<file path="config.mk">
export PLATFORM = sky130hd
export DESIGN_NAME = ad9958_reg_writer_flat
export DESIGN_NICKNAME = d
export VERILOG_FILES = /design/src/rtl/ad9958_reg_writer_if.sv /design/src/rtl/ad9958_reg_writer.sv /design/src/flat_wrapper.sv
export SDC_FILE = /design/constraint.sdc
export NUM_CORES = 1
export LEC_CHECK = 0
export ABC_AREA = 0
export CAP_MARGIN = 25
export CORE_MARGIN = 2
export CORE_UTILIZATION = 51
export CTS_BUF_LIST = sky130_fd_sc_hd__clkbuf_2 sky130_fd_sc_hd__clkbuf_4 sky130_fd_sc_hd__clkbuf_8
export CTS_CLUSTER_DIAMETER = 200
export CTS_CLUSTER_SIZE = 16
export DETAILED_ROUTE_END_ITERATION = 12
export HOLD_SLACK_MARGIN = 0.12
export PLACE_DENSITY = 0.89
export REMOVE_ABC_BUFFERS = 1
export SLEW_MARGIN = 5
export SYNTH_ARGS = -nofsm -noshare
export SYNTH_HDL_FRONTEND = slang
export SYNTH_SLANG_ARGS = --single-unit
</file>
<file path="constraint.sdc">
create_clock -name clock -period 6.4 [get_ports clock]
set_clock_uncertainty 0.15 [all_clocks]
set_input_delay 1.28 -clock clock [delete_from_list [all_inputs] [get_ports clock]]
set_output_delay 1.28 -clock clock [all_outputs]
set_load 0.02 [all_outputs]
</file>
<file path="src/rtl/ad9958_reg_writer_if.sv">
// Command handshake between the sequencing logic (master) and the AD9958 register writer (slave).
interface ad9958_reg_writer_if;
  logic        cmd_valid;
  logic        cmd_ready;
  logic [4:0]  cmd_addr;
  logic [31:0] cmd_data;
  logic        cmd_update;

  modport master (output cmd_valid, cmd_addr, cmd_data, cmd_update, input cmd_ready);
  modport slave  (input cmd_valid, cmd_addr, cmd_data, cmd_update, output cmd_ready);
endinterface

</file>
<file path="src/rtl/ad9958_reg_writer.sv">
// Turns one AD9958 register write into an instruction+data nibble frame for spi_send_only,
// waits for the transfer to finish and optionally pulses IO_UPDATE.
module ad9958_reg_writer #(
  parameter bit NIBBLE_LSB_FIRST = 1'b1,
  parameter int BUSY_TIMEOUT     = 16,
  parameter int IOUPD_CYCLES     = 4,
  parameter int GAP_CYCLES       = 2
) (
  input  logic                      clock,
  input  logic                      reset,
  ad9958_reg_writer_if.slave        cmd,
  output logic [63:0]               spi_data,
  output logic [4:0]                spi_packs,
  output logic                      spi_trigger,
  input  logic                      spi_busy,
  output logic                      io_update,
  output logic                      done,
  output logic                      err
);

  typedef enum logic [2:0] {IDLE, LOAD, TRIG, WAIT_BUSY, WAIT_DONE, IOUPD, GAP} state_t;

  state_t        state_reg, state_next;
  logic [15:0]   cnt_reg, cnt_next;
  logic          update_reg, update_next;
  logic          fail_reg, fail_next;
  logic [63:0]   data_reg, data_next;
  logic [4:0]    packs_reg, packs_next;
  logic          armed_reg;
  logic          trigger_reg;

  logic          accept;
  logic          bad_addr;
  logic [2:0]    n_bytes;
  logic [3:0][7:0] data_bytes;
  logic [4:0][7:0] frame_byte;
  logic [9:0][3:0] nibble;
  logic [4:0]    frame_packs;
  logic [63:0]   frame;

  function automatic logic [2:0] byte_count(input logic [4:0] addr);
    case (addr)
      5'h00:   byte_count = 3'd1;
      5'h01:   byte_count = 3'd3;
      5'h02:   byte_count = 3'd2;
      5'h03:   byte_count = 3'd3;
      5'h04:   byte_count = 3'd4;
      5'h05:   byte_count = 3'd2;
      5'h06:   byte_count = 3'd3;
      5'h07:   byte_count = 3'd2;
      default: byte_count = 3'd4;
    endcase
  endfunction

  assign accept      = cmd.cmd_valid & cmd.cmd_ready;
  assign bad_addr    = cmd.cmd_addr > 5'h18;
  assign n_bytes     = byte_count(cmd.cmd_addr);
  assign data_bytes  = cmd.cmd_data;
  assign frame_packs = {1'b0, n_bytes, 1'b0} + 5'd2;

  // Byte 0 is the write instruction; data bytes follow most-significant first.
  genvar gi;
  generate
    for (gi = 0; gi < 5; gi++) begin : g_byte
      if (gi == 0) begin : g_instr
        assign frame_byte[gi] = {3'b000, cmd.cmd_addr};
      end else begin : g_data
        logic [2:0] idx;
        assign idx            = n_bytes - 3'(gi);
        assign frame_byte[gi] = (3'(gi) <= n_bytes) ? data_bytes[idx[1:0]] : 8'h00;
      end
    end
    for (gi = 0; gi < 10; gi++) begin : g_nibble
      if (gi % 2 == 0) begin : g_hi
        assign nibble[gi] = (5'(gi) < frame_packs) ? frame_byte[gi/2][7:4] : 4'h0;
      end else begin : g_lo
        assign nibble[gi] = (5'(gi) < frame_packs) ? frame_byte[gi/2][3:0] : 4'h0;
      end
    end
  endgenerate

  always_comb begin
    frame = '0;
    for (int k = 0; k < 10; k++) begin
      if (NIBBLE_LSB_FIRST) frame[4*k +: 4]      = nibble[k];
      else                  frame[60 - 4*k +: 4] = nibble[k];
    end
  end

  always_comb begin
    state_next  = state_reg;
    cnt_next    = cnt_reg;
    update_next = update_reg;
    fail_next   = fail_reg;
    data_next   = data_reg;
    packs_next  = packs_reg;
    case (state_reg)
      IDLE: begin
        if (accept) begin
          update_next = cmd.cmd_update;
          cnt_next    = '0;
          if (bad_addr) begin
            fail_next  = 1'b1;
            state_next = GAP;
          end else begin
            fail_next  = 1'b0;
            data_next  = frame;
            packs_next = frame_packs;
            state_next = LOAD;
          end
        end
      end
      LOAD: state_next = TRIG;
      TRIG: begin
        cnt_next   = '0;
        state_next = WAIT_BUSY;
      end
      WAIT_BUSY: begin
        if (spi_busy) begin
          state_next = WAIT_DONE;
        end else if (cnt_reg == 16'(BUSY_TIMEOUT - 1)) begin
          fail_next  = 1'b1;
          cnt_next   = '0;
          data_next  = '0;
          packs_next = '0;
          state_next = GAP;
        end else begin
          cnt_next = cnt_reg + 16'd1;
        end
      end
      WAIT_DONE: begin
        if (!spi_busy) begin
          cnt_next   = '0;
          data_next  = '0;
          packs_next = '0;
          state_next = update_reg ? IOUPD : GAP;
        end
      end
      IOUPD: begin
        if (cnt_reg == 16'(IOUPD_CYCLES - 1)) begin
          cnt_next   = '0;
          state_next = GAP;
        end else begin
          cnt_next = cnt_reg + 16'd1;
        end
      end
      GAP: begin
        if (cnt_reg == 16'(GAP_CYCLES - 1)) begin
          cnt_next   = '0;
          state_next = IDLE;
        end else begin
          cnt_next = cnt_reg + 16'd1;
        end
      end
      default: state_next = IDLE;
    endcase
  end

  // Trigger is registered from TRIG so it lands two cycles after the accept edge.
  always_ff @(posedge clock or posedge reset) begin
    if (reset) begin
      state_reg   <= IDLE;
      cnt_reg     <= '0;
      update_reg  <= 1'b0;
      fail_reg    <= 1'b0;
      data_reg    <= '0;
      packs_reg   <= '0;
      armed_reg   <= 1'b0;
      trigger_reg <= 1'b0;
    end else begin
      state_reg   <= state_next;
      cnt_reg     <= cnt_next;
      update_reg  <= update_next;
      fail_reg    <= fail_next;
      data_reg    <= data_next;
      packs_reg   <= packs_next;
      armed_reg   <= 1'b1;
      trigger_reg <= (state_reg == TRIG);
    end
  end

  assign cmd.cmd_ready = armed_reg && (state_reg == IDLE);
  assign spi_data      = data_reg;
  assign spi_packs     = packs_reg;
  assign spi_trigger   = trigger_reg;
  assign io_update     = (state_reg == IOUPD);
  assign err           = (state_reg == GAP) && (cnt_reg == 16'd0) && fail_reg;
  assign done          = (state_reg == GAP) && (cnt_reg == 16'(GAP_CYCLES - 1)) && !fail_reg;

endmodule

</file>
<file path="src/flat_wrapper.sv">
// flat-port wrapper written by rule: the top's interface ports become plain ports
module ad9958_reg_writer_flat 
#(
  parameter bit NIBBLE_LSB_FIRST = 1'b1,
  parameter int BUSY_TIMEOUT     = 16,
  parameter int IOUPD_CYCLES     = 4,
  parameter int GAP_CYCLES       = 2
)
  (clock, reset, spi_data, spi_packs, spi_trigger, spi_busy, io_update, done, err, cmd_cmd_valid, cmd_cmd_addr, cmd_cmd_data, cmd_cmd_update, cmd_cmd_ready);
  ad9958_reg_writer_if cmd_i ();
  input  logic clock;
  input  logic reset;
  output logic [63:0] spi_data;
  output logic [4:0] spi_packs;
  output logic spi_trigger;
  input  logic spi_busy;
  output logic io_update;
  output logic done;
  output logic err;
  input wire logic [$bits(cmd_i.cmd_valid)-1:0] cmd_cmd_valid;
  input wire logic [$bits(cmd_i.cmd_addr)-1:0] cmd_cmd_addr;
  input wire logic [$bits(cmd_i.cmd_data)-1:0] cmd_cmd_data;
  input wire logic [$bits(cmd_i.cmd_update)-1:0] cmd_cmd_update;
  output wire logic [$bits(cmd_i.cmd_ready)-1:0] cmd_cmd_ready;
  assign cmd_i.cmd_valid = cmd_cmd_valid;
  assign cmd_i.cmd_addr = cmd_cmd_addr;
  assign cmd_i.cmd_data = cmd_cmd_data;
  assign cmd_i.cmd_update = cmd_cmd_update;
  assign cmd_cmd_ready = cmd_i.cmd_ready;
  ad9958_reg_writer #(.NIBBLE_LSB_FIRST(NIBBLE_LSB_FIRST), .BUSY_TIMEOUT(BUSY_TIMEOUT), .IOUPD_CYCLES(IOUPD_CYCLES), .GAP_CYCLES(GAP_CYCLES)) u_core (.clock(clock), .reset(reset), .cmd(cmd_i), .spi_data(spi_data), .spi_packs(spi_packs), .spi_trigger(spi_trigger), .spi_busy(spi_busy), .io_update(io_update), .done(done), .err(err));
endmodule
</file>
==> results of run 1 <==
report_power, final:
group	total, mW	leakage [nW]	internal, mW	switching, mW
clock network	0.365	0.110	0.209	0.156
registers	0.652	0.837	0.545	0.107
logic	0.899	1.04	0.421	0.477
logic make-up after synthesis:
group | count (synthesis)
other | 2
and+or+nand+nor | 95
buffers and inverters | 52
adders and majority gates | 3
DFF | 64
muxes | 28
xor gates and xnor gates | 11
AOI/OAI and AO/OA | 79
metrics by stage:
step                      power [mW]  area [um^2]  hold slack (ns)  util (%)  instances
after CTS                       1.91         4650            0.343      68.1        519
after global placement          1.51         4440            0.321      65.0        503
after detailed placement        1.54         4440            0.323      65.0        503
after global routing            2.00         4670            0.352      68.4        520
final                           1.92         4670            0.339      68.4        520
after floorplan                 1.14         3420            0.350         -        317
worst max-delay path: stages, from the launching register on:
cell	delay [ns]
dfrtp_1	0.44
or4_1	0.62
nor3_1	0.26
and3_1	0.21
and3_1	0.15
clkdlybuf4s50_1	0.60
how the worst max path moves through the flow:
stage                            startpoint             endpoint  slack, ns
final                     u_core.cnt_reg[4]                 done       2.36
after global routing      u_core.cnt_reg[7]                 done       2.23
after CTS                 u_core.cnt_reg[7]                 done       2.35
after detailed placement           spi_busy    u_core.cnt_reg[6]       2.27
after global placement      cmd_cmd_addr[1]  u_core.spi_data[10]       2.44
after floorplan             cmd_cmd_addr[1]  u_core.spi_data[10]       3.21
layout make-up:
cell class | instances | share of cell area [%]
clock inverters | 3 | 0.857
well taps | 96 | 2.57
repair buffers | 91 | 19.6
multi-input cells | 245 | 38.5
clock buffers | 13 | 3.56
flip-flops and latches | 64 | 34.3
inverters | 8 | 0.643
routing by layer:
layer	up-vias	global-route usage, %
li1	1364	-
met1	1562	31.1
met2	157	43.3
met3	30	3.39
met4	0	11.6
met5	-	0
cells in the final DEF (no fill, tap or decap), types with 7 or more instances in the layout:
cell type,count
xnor2_1,11
conb_1,29
a221o_1,8
mux2_2,9
clkdlybuf4s50_1,87
mux4_2,8
o21ai_0,9
nor3_1,7
a22o_1,23
inv_1,7
nand2_1,23
and3_1,13
mux2i_1,11
clkbuf_8,11
nor2_1,20
dfrtp_1,64
a2111oi_0,7
o2bb2ai_1,10
==> out/metrics.yaml, run 1 <==
worst_setup_path:
  critical_path_required_ns: 4.97
  crit_arrival_ns: 2.61
  ff2ff_path_depth: 5
  crit_type: "register to output port"
  rr_startpoint: "u_core.state_reg[2]"
  worstSetupStartpointType: "register"
  critPathCaptureType: "output port"
  reg2reg_slack_ns: 3.33
  cp_max_fo: 6
  timing.rr.end: "u_core.cnt_reg[6]"
route:
  met2_length_um: 4790
  drt-met1-wl_um: 3890
  first_pass_iters: 5
  remaining_drc_errors: 0
  highest_layer: "met4"
  wl_met3_um: 511
  drt_iter0_drc: 236
  dr_total_vias: 3113
  vias_per_cell: 5.99
  wl_per_cell_um: 18.3
  wirelength_um: 9500
  final_antenna_net_count: 0
min_path:
  hold_path_end: "u_core.spi_data[24]"
  worstHoldPathType: "register to register"
  hold_start: "u_core.spi_data[24]"
  min_path_cells: 1
logic_synthesis:
  yosys_warnings: 0
  synth_cell_types: 51
  syn_avg_cell_area_um2: 10.8
  ys_seq_area_share_pct: 44.4
  synthTopCellsByArea: "dfrtp_1 (44%), buf_4 (6.0%), a22o_1 (5.6%)"
  yosys.area_share.simple_pct: 14.3
  netlist_top_cells_count: "dfrtp_1 (64), buf_4 (29), a22o_1 (23), nand2_1 (23), nor2_1 (20)"
  synth_fa_ha_area_share_pct: 1.04
  synth-edff-count: 0
  synth_seq_cells: 64
  synth_top_area_share_pct: 44.4
  syn-instance-count: 334
  synth_compound_area_share_pct: 17.7
  syn-cell-area_um2: 3610
  synth-xor-area-share_pct: 2.67
  yosysTopAreaCell: "dfrtp_1"
  yosysMostFrequentCell: "dfrtp_1"
  async_reset_ff_share_pct: 100
  synth_top_family_by_area: "compound AO/OA/AOI/OAI gates"
  synthMuxAreaShare_pct: 10.9
  synthFlopType: "dfrtp_1"
power:
  pwr_density_cell_nw_per_um2: 410
  irDropWorstVdd_mv: 0.293
  power.leakage_nw: 1.99
sta:
  fin_crit_ns: 4.04
  max_freq_ghz: 0.247
  grt_setup_unrepaired: "false"
  hold_viol_final: 0
  min_period_over_period_pct: 63.2
  slew_headroom_pct: 31.6
  setup_ws_ns: 2.36
  setup-tns-final_ns: 0
  slew_viol_final: 0
  setup_viol: 0
  max_slew.worst_pin.slew_ns: 1.02
floorplanning:
  core_area_um2: 6830
  start_util_pct: 52.8
  die_w_um: 88.1
  pin_count: 116
  dieHeight_um: 88.1
  rows: 30
  dieArea_um2: 7760
clocking:
  cts_hold_buf: 0
  cts_made_buffers: 9
  root_buffer: "clkbuf_8"
  clk_latency_ns: 0.34
  cts_sinks: 64
  path_clk_slew_ns: 0.07
  post_cts_buffers: 0
  cts_tree: "built"
  cts_resized: 0
  cts-htree-levels: 3
  cts_buffer_depth: 2
placement:
  dp_hpwl_um: 6710
  io_buffers: 87
  place.gp.congestion: 0.860
  pre_cts_slack_ns: 2.27
flow_run:
  cap_violations: 0
cells_and_area:
  largest_reg_flops: 37
  nFillCells: 520
  register_area_um2: 1600
  drive_gt1_share_pct: 10.8
  final_nets: 464
  diodes: 0
  syn2layout_area_growth_pct: 29.5
  multiInputGateArea_um2: 1800
global_route:
  grt_pass1_wl_um: 15000
  antenna_found_initial: 0
  grt_pass1_vias: 3049
  grt.overflow.total: 0
  grt_max_degree: 65
  track_usage_pct: 25.0
run_status:
  status: "finished clean"
(Power assumes the default switching activity.)
==> inputs of run 2 (changes only) <==
- CORE_UTILIZATION: 51 -> 48
- PLACE_DENSITY: 0.89 -> 0.85
- clock period: 6.4 -> 4.25 ns (I/O delays scaled with it)
==> out/metrics.yaml, run 2 (synthesized netlist as in run 1, its figures left out) <==
run_status:
  status: "finished clean"  # unchanged
worst_setup_path:
  critPathCaptureType: "output port"  # unchanged
  critical_path_required_ns: 3.25  # was 4.97 ns
  cp_max_fo: 6  # unchanged
  cp_num_buf_inv: 1  # unchanged
  crit_type: "register to output port"  # unchanged
  crit_chain: "or4_1, nor3_1, and3_1, and3_1, clkdlybuf4s50_1"  # unchanged
  crit_top_cell: "and3_1"  # unchanged
  slowest_delay_ns: 0.64  # was 0.62 ns
  worstSetupStartpointType: "register"  # unchanged
  crit_arrival_ns: 2.65  # was 2.61 ns
  cp_slowest_cell: "or4_1"  # unchanged
  cp_top_family: "simple AND/OR/NAND/NOR gates"  # unchanged
floorplanning:
  dieArea_um2: 8220  # was 7760 um^2
  core_area_um2: 7250  # was 6830 um^2
  die_w_um: 90.7  # was 88.1 um
  rows: 31  # was 30
  start_util_pct: 49.7  # was 52.8%
  dieHeight_um: 90.7  # was 88.1 um
  pin_count: 116  # unchanged
placement:
  place.gp.congestion: 0.858  # was 0.860
  io_buffers: 87  # unchanged
  dp_hpwl_um: 6620  # was 6710 um
  placed_area_um2: 4480  # was 4440 um^2
route:
  first_pass_iters: 5  # unchanged
  vias_per_cell: 5.79  # was 5.99
  wirelength_um: 9280  # was 9500 um
  final_antenna_net_count: 0  # unchanged
  drt_iter0_drc: 208  # was 236
  wl_per_cell_um: 17.7  # was 18.3 um
  dr_total_vias: 3040  # was 3113
  remaining_drc_errors: 0  # unchanged
min_path:
  worstHoldPathType: "register to register"  # unchanged
sta:
  slew_headroom_pct: 35.6  # was 31.6%
  setup_viol: 0  # unchanged
  grt_setup_unrepaired: "false"  # unchanged
  timing.hold.ws_ns: 0.339  # about the same
  fin_crit_ns: 3.65
  setup-tns-final_ns: 0  # unchanged
  max_freq_ghz: 0.274
  hold_viol_final: 0  # unchanged
  max_slew.worst_pin.slew_ns: 0.966  # was 1.02 ns
  min_period_over_period_pct: 86.0
  slew_viol_final: 0  # unchanged
global_route:
  grt.overflow.total: 0  # unchanged
  antenna_found_initial: 0  # unchanged
  grt_pass1_wl_um: 15100  # was 15000 um
  track_usage_pct: 22.9  # was 25.0%
  grt_max_degree: 42  # was 65
  grt_pass1_vias: 2954  # was 3049
cells_and_area:
  mostFrequentLayoutCells: "clkdlybuf4s50_1 (87), dfrtp_1 (64), conb_1 (29)"  # unchanged
  nFillCells: 563  # was 520
  syn2layout_area_growth_pct: 29.0  # was 29.5%
  largest_reg_flops: 37  # unchanged
  final_nets: 467  # was 464
  final_util_pct: 64.2  # was 68.4%
  mostFrequentLayoutCell: "clkdlybuf4s50_1"  # unchanged
  finalInstanceArea_um2: 4650  # was 4670 um^2
  diodes: 0  # unchanged
  drive_gt1_share_pct: 11.3  # was 10.8%
clocking:
  post_cts_buffers: 0  # unchanged
  cts_sinks: 64  # unchanged
  path_clk_slew_ns: 0.07  # about the same
  root_buffer: "clkbuf_8"  # unchanged
  cts_made_buffers: 9  # unchanged
  cts_buffer_depth: 2  # unchanged
  cts_hold_buf: 0  # unchanged
  cts-htree-levels: 3  # unchanged
  clk_latency_ns: 0.34  # about the same
  cts_tree: "built"  # unchanged
  cts_resized: 0  # unchanged
power:
  pwr_density_cell_nw_per_um2: 604  # was 410 nW/um^2
  finalPower_mw: 2.81  # was 1.92 mW
  irDropWorstVdd_mv: 0.373  # was 0.293 mV
  power.leakage_nw: 1.98  # was 1.99 nW
flow_run:
  cap_violations: 0  # unchanged
## run 2: cell types whose count changed in the layout (fill, tap and decap cells not counted)
cell,delta
buf_4,+4
buf_12,-1
bufinv_16,-1
clkbuf_4,-1
clkinvlp_4,+1
## run 2: layer usage
metal  wire (um)  vias up  GRT usage (%)
li1            -     1366              -
met1        3890     1511           30.9
met2        4590      147           36.1
met3         626       16           5.51
met4         174        0           8.08
met5           0        -              0
## run 2: power by group
group          switching (mW)  internal [mW]  leakage, nW  total, mW
Combinational           0.712          0.635         1.05       1.35
Sequential              0.171          0.821        0.837      0.992
Clock                   0.228          0.245       0.0917      0.473
## run 2: per-stage QoR
stage               worst slack (ns)  std cells
floorplan                       1.49        317
global placement               0.839        510
detailed placement             0.731        510
CTS                            0.581        525
global route                   0.459        525
finish                         0.597        525
## run 2: area by class of cell
class / count / area [um^2] / area share [%]
multi-input combinational: 245 / 1800 / 38.6
sequential: 64 / 1600 / 34.4
timing repair buffer: 94 / 923 / 19.8
clock buffer: 12 / 159 / 3.41
tap: 99 / 124 / 2.66
inverter: 8 / 30.0 / 0.645
clock inverter: 3 / 17.5 / 0.376
## run 2: final timing paths
path / start / endpoint / slack, ns / cells after the start
setup reg to reg: u_core.state_reg[2] / u_core.cnt_reg[6] / 1.54 / 5
hold reg to reg: u_core.spi_data[24] / u_core.spi_data[24] / 0.34 / 1
hold / removal: u_core.spi_data[24] / u_core.spi_data[24] / 0.34 / 1
min in group asynchronous: reset / u_core.spi_data[28] / 0.85 / 2
setup / recovery: u_core.cnt_reg[7] / done / 0.60 / 5
max in group asynchronous: reset / u_core.spi_data[34] / 2.26 / 3
==> inputs of run 3 (changes only) <==
==> constraint.sdc (replaced) <==
create_clock -name clock -period 4.25 [get_ports clock]
set_clock_uncertainty 0.15 [all_clocks]
set_input_delay 0.425 -clock clock [delete_from_list [all_inputs] [get_ports clock]]
set_output_delay 0.425 -clock clock [all_outputs]
set_load 0.02 [all_outputs]
==> out/metrics.yaml, run 3 (synthesized netlist as in run 1, its figures left out) <==
run_status:
  status: "finished clean"  # unchanged
route:
  remaining_drc_errors: 0  # unchanged
  first_pass_iters: 4  # was 5
  wl_met3_um: 499  # was 626 um
  drt-met1-wl_um: 3920  # was 3890 um
  met2_length_um: 4390  # was 4590 um
  highest_layer: "met4"  # unchanged
  wl_per_cell_um: 17.3  # was 17.7 um
  drt_iter0_drc: 165  # was 208
  wirelength_um: 9120  # was 9280 um
  vias_per_cell: 5.78  # was 5.79
  final_antenna_net_count: 0  # unchanged
  dr_total_vias: 3041  # was 3040
cells_and_area:
  diodes: 0  # unchanged
  mostFrequentLayoutCell: "clkdlybuf4s50_1"  # unchanged
  drive_gt1_share_pct: 11.5  # was 11.3%
  final_nets: 467  # unchanged
  mostFrequentLayoutCells: "clkdlybuf4s50_1 (87), dfrtp_1 (64), conb_1 (29)"  # unchanged
  finalInstanceArea_um2: 4690  # was 4650 um^2
  largest_reg_flops: 37  # unchanged
  final_cells: 526  # was 525
  syn2layout_area_growth_pct: 30.2  # was 29.0%
  final_util_pct: 64.7  # was 64.2%
global_route:
  antenna_found_initial: 0  # unchanged
  grt.overflow.total: 0  # unchanged
  grt_max_degree: 47  # was 42
  grt_pass1_wl_um: 15000  # was 15100 um
  track_usage_pct: 22.5  # was 22.9%
  grt_pass1_vias: 3039  # was 2954
power:
  irDropWorstVdd_mv: 0.384  # was 0.373 mV
  power.leakage_nw: 1.99  # was 1.98 nW
  finalPower_mw: 2.85  # was 2.81 mW
  pwr_density_cell_nw_per_um2: 607  # was 604 nW/um^2
clocking:
  cts_resized: 0  # unchanged
  root_buffer: "clkbuf_8"  # unchanged
  path_clk_slew_ns: 0.07  # about the same
  cts_made_buffers: 9  # unchanged
  cts_hold_buf: 0  # unchanged
  cts_tree: "built"  # unchanged
  cts_sinks: 64  # unchanged
  cts_buffer_depth: 2  # unchanged
  post_cts_buffers: 0  # unchanged
  clk_latency_ns: 0.34  # about the same
  cts-htree-levels: 3  # unchanged
worst_setup_path:
  cp_slowest_cell: "or4_1"  # unchanged
  crit_chain: "or4_1, nor3_1, and3_1, and3_1, clkdlybuf4s50_1"  # unchanged
  crit_arrival_ns: 2.63  # was 2.65 ns
  worstSetupStartpointType: "register"  # unchanged
  critical_path_required_ns: 3.67  # was 3.25 ns
  ff2ff_path_depth: 5  # unchanged
  cp_max_fo: 6  # unchanged
  crit_top_cell: "and3_1"  # unchanged
  critPathCaptureType: "output port"  # unchanged
  slowest_delay_ns: 0.64  # about the same
  startpoint: "u_core.cnt_reg[7]"  # unchanged
  crit_type: "register to output port"  # unchanged
  rr_startpoint: "u_core.state_reg[2]"  # unchanged
sta:
  setup_viol: 0  # unchanged
  min_period_over_period_pct: 75.5  # was 86.0%
  setup-tns-final_ns: 0  # unchanged
  fin_crit_ns: 3.21  # was 3.65 ns
  grt_setup_unrepaired: "false"  # unchanged
  setup_ws_ns: 1.04  # was 0.597 ns
  slew_viol_final: 0  # unchanged
  max_slew.worst_pin.slew_ns: 1.01  # was 0.966 ns
  timing.hold.ws_ns: 0.133  # was 0.339 ns
  slew_headroom_pct: 32.5  # was 35.6%
  hold_viol_final: 0  # unchanged
  max_freq_ghz: 0.312  # was 0.274 GHz
placement:
  io_buffers: 87  # unchanged
  place.gp.congestion: 0.873  # was 0.858
  place_inst: 508  # was 510
  placed_area_um2: 4460  # was 4480 um^2
  pre_cts_slack_ns: 1.03  # was 0.731 ns
  dp_hpwl_um: 6440  # was 6620 um
floorplanning:
  die_w_um: 90.7  # unchanged
  pin_count: 116  # unchanged
  dieHeight_um: 90.7  # unchanged
  start_util_pct: 49.7  # unchanged
  dieArea_um2: 8220  # unchanged
  core_area_um2: 7250  # unchanged
  rows: 31  # unchanged
flow_run:
  cap_violations: 0  # unchanged
min_path:
  worstHoldPathType: "primary input to async pin"  # was register to register
[run 3: cell types whose count changed in the layout (fill, tap and decap cells not counted), sizes merged]
cell,delta
bufinv,+1
clkbuf,-2
clkinv,+1
clkinvlp,+1
[run 3: metal layers]
| layer | vias up | GRT usage, % |
|---|---|---|
| met2 | 139 | 36.3 |
| met4 | 0 | 10.5 |
| met1 | 1499 | 30.4 |
| li1 | 1374 | - |
| met5 | - | 0 |
| met3 | 29 | 2.84 |
[run 3: critical path, delay by kind of cell (launching register included)]
family,cells,cell delay (ns)
buf+inv,1,0.60
simple gates,4,1.25
flops,1,0.44
[run 3: cell type report]
cell class                      instances  area, um^2
Timing Repair Buffer                   94         948
Sequential cell                        64        1600
Clock buffer                           10         131
Clock inverter                          6        60.1
Tap cell                               99         124
Inverter                                8        30.0
Fill cell                             567        2560
Multi-Input combinational cell        245        1800
[run 3: worst paths after layout]
kind	to	slack, ns
worst min-delay path	u_core.spi_packs[4]	0.13
min in group clock	u_core.spi_data[30]	0.34
worst max-delay path	done	1.04
max in group asynchronous	u_core.spi_data[30]	3.06
worst max register to register	u_core.cnt_reg[6]	1.41
worst min register to register	u_core.spi_data[30]	0.34
[run 3: power breakdown]
group          switching (mW)  total (mW)  internal, mW  leakage [nW]
Sequential              0.165       0.986         0.821         0.837
Combinational           0.714        1.35         0.640          1.06
Clock                   0.235       0.509         0.274        0.0955
Total                    1.11        2.85          1.73          1.99
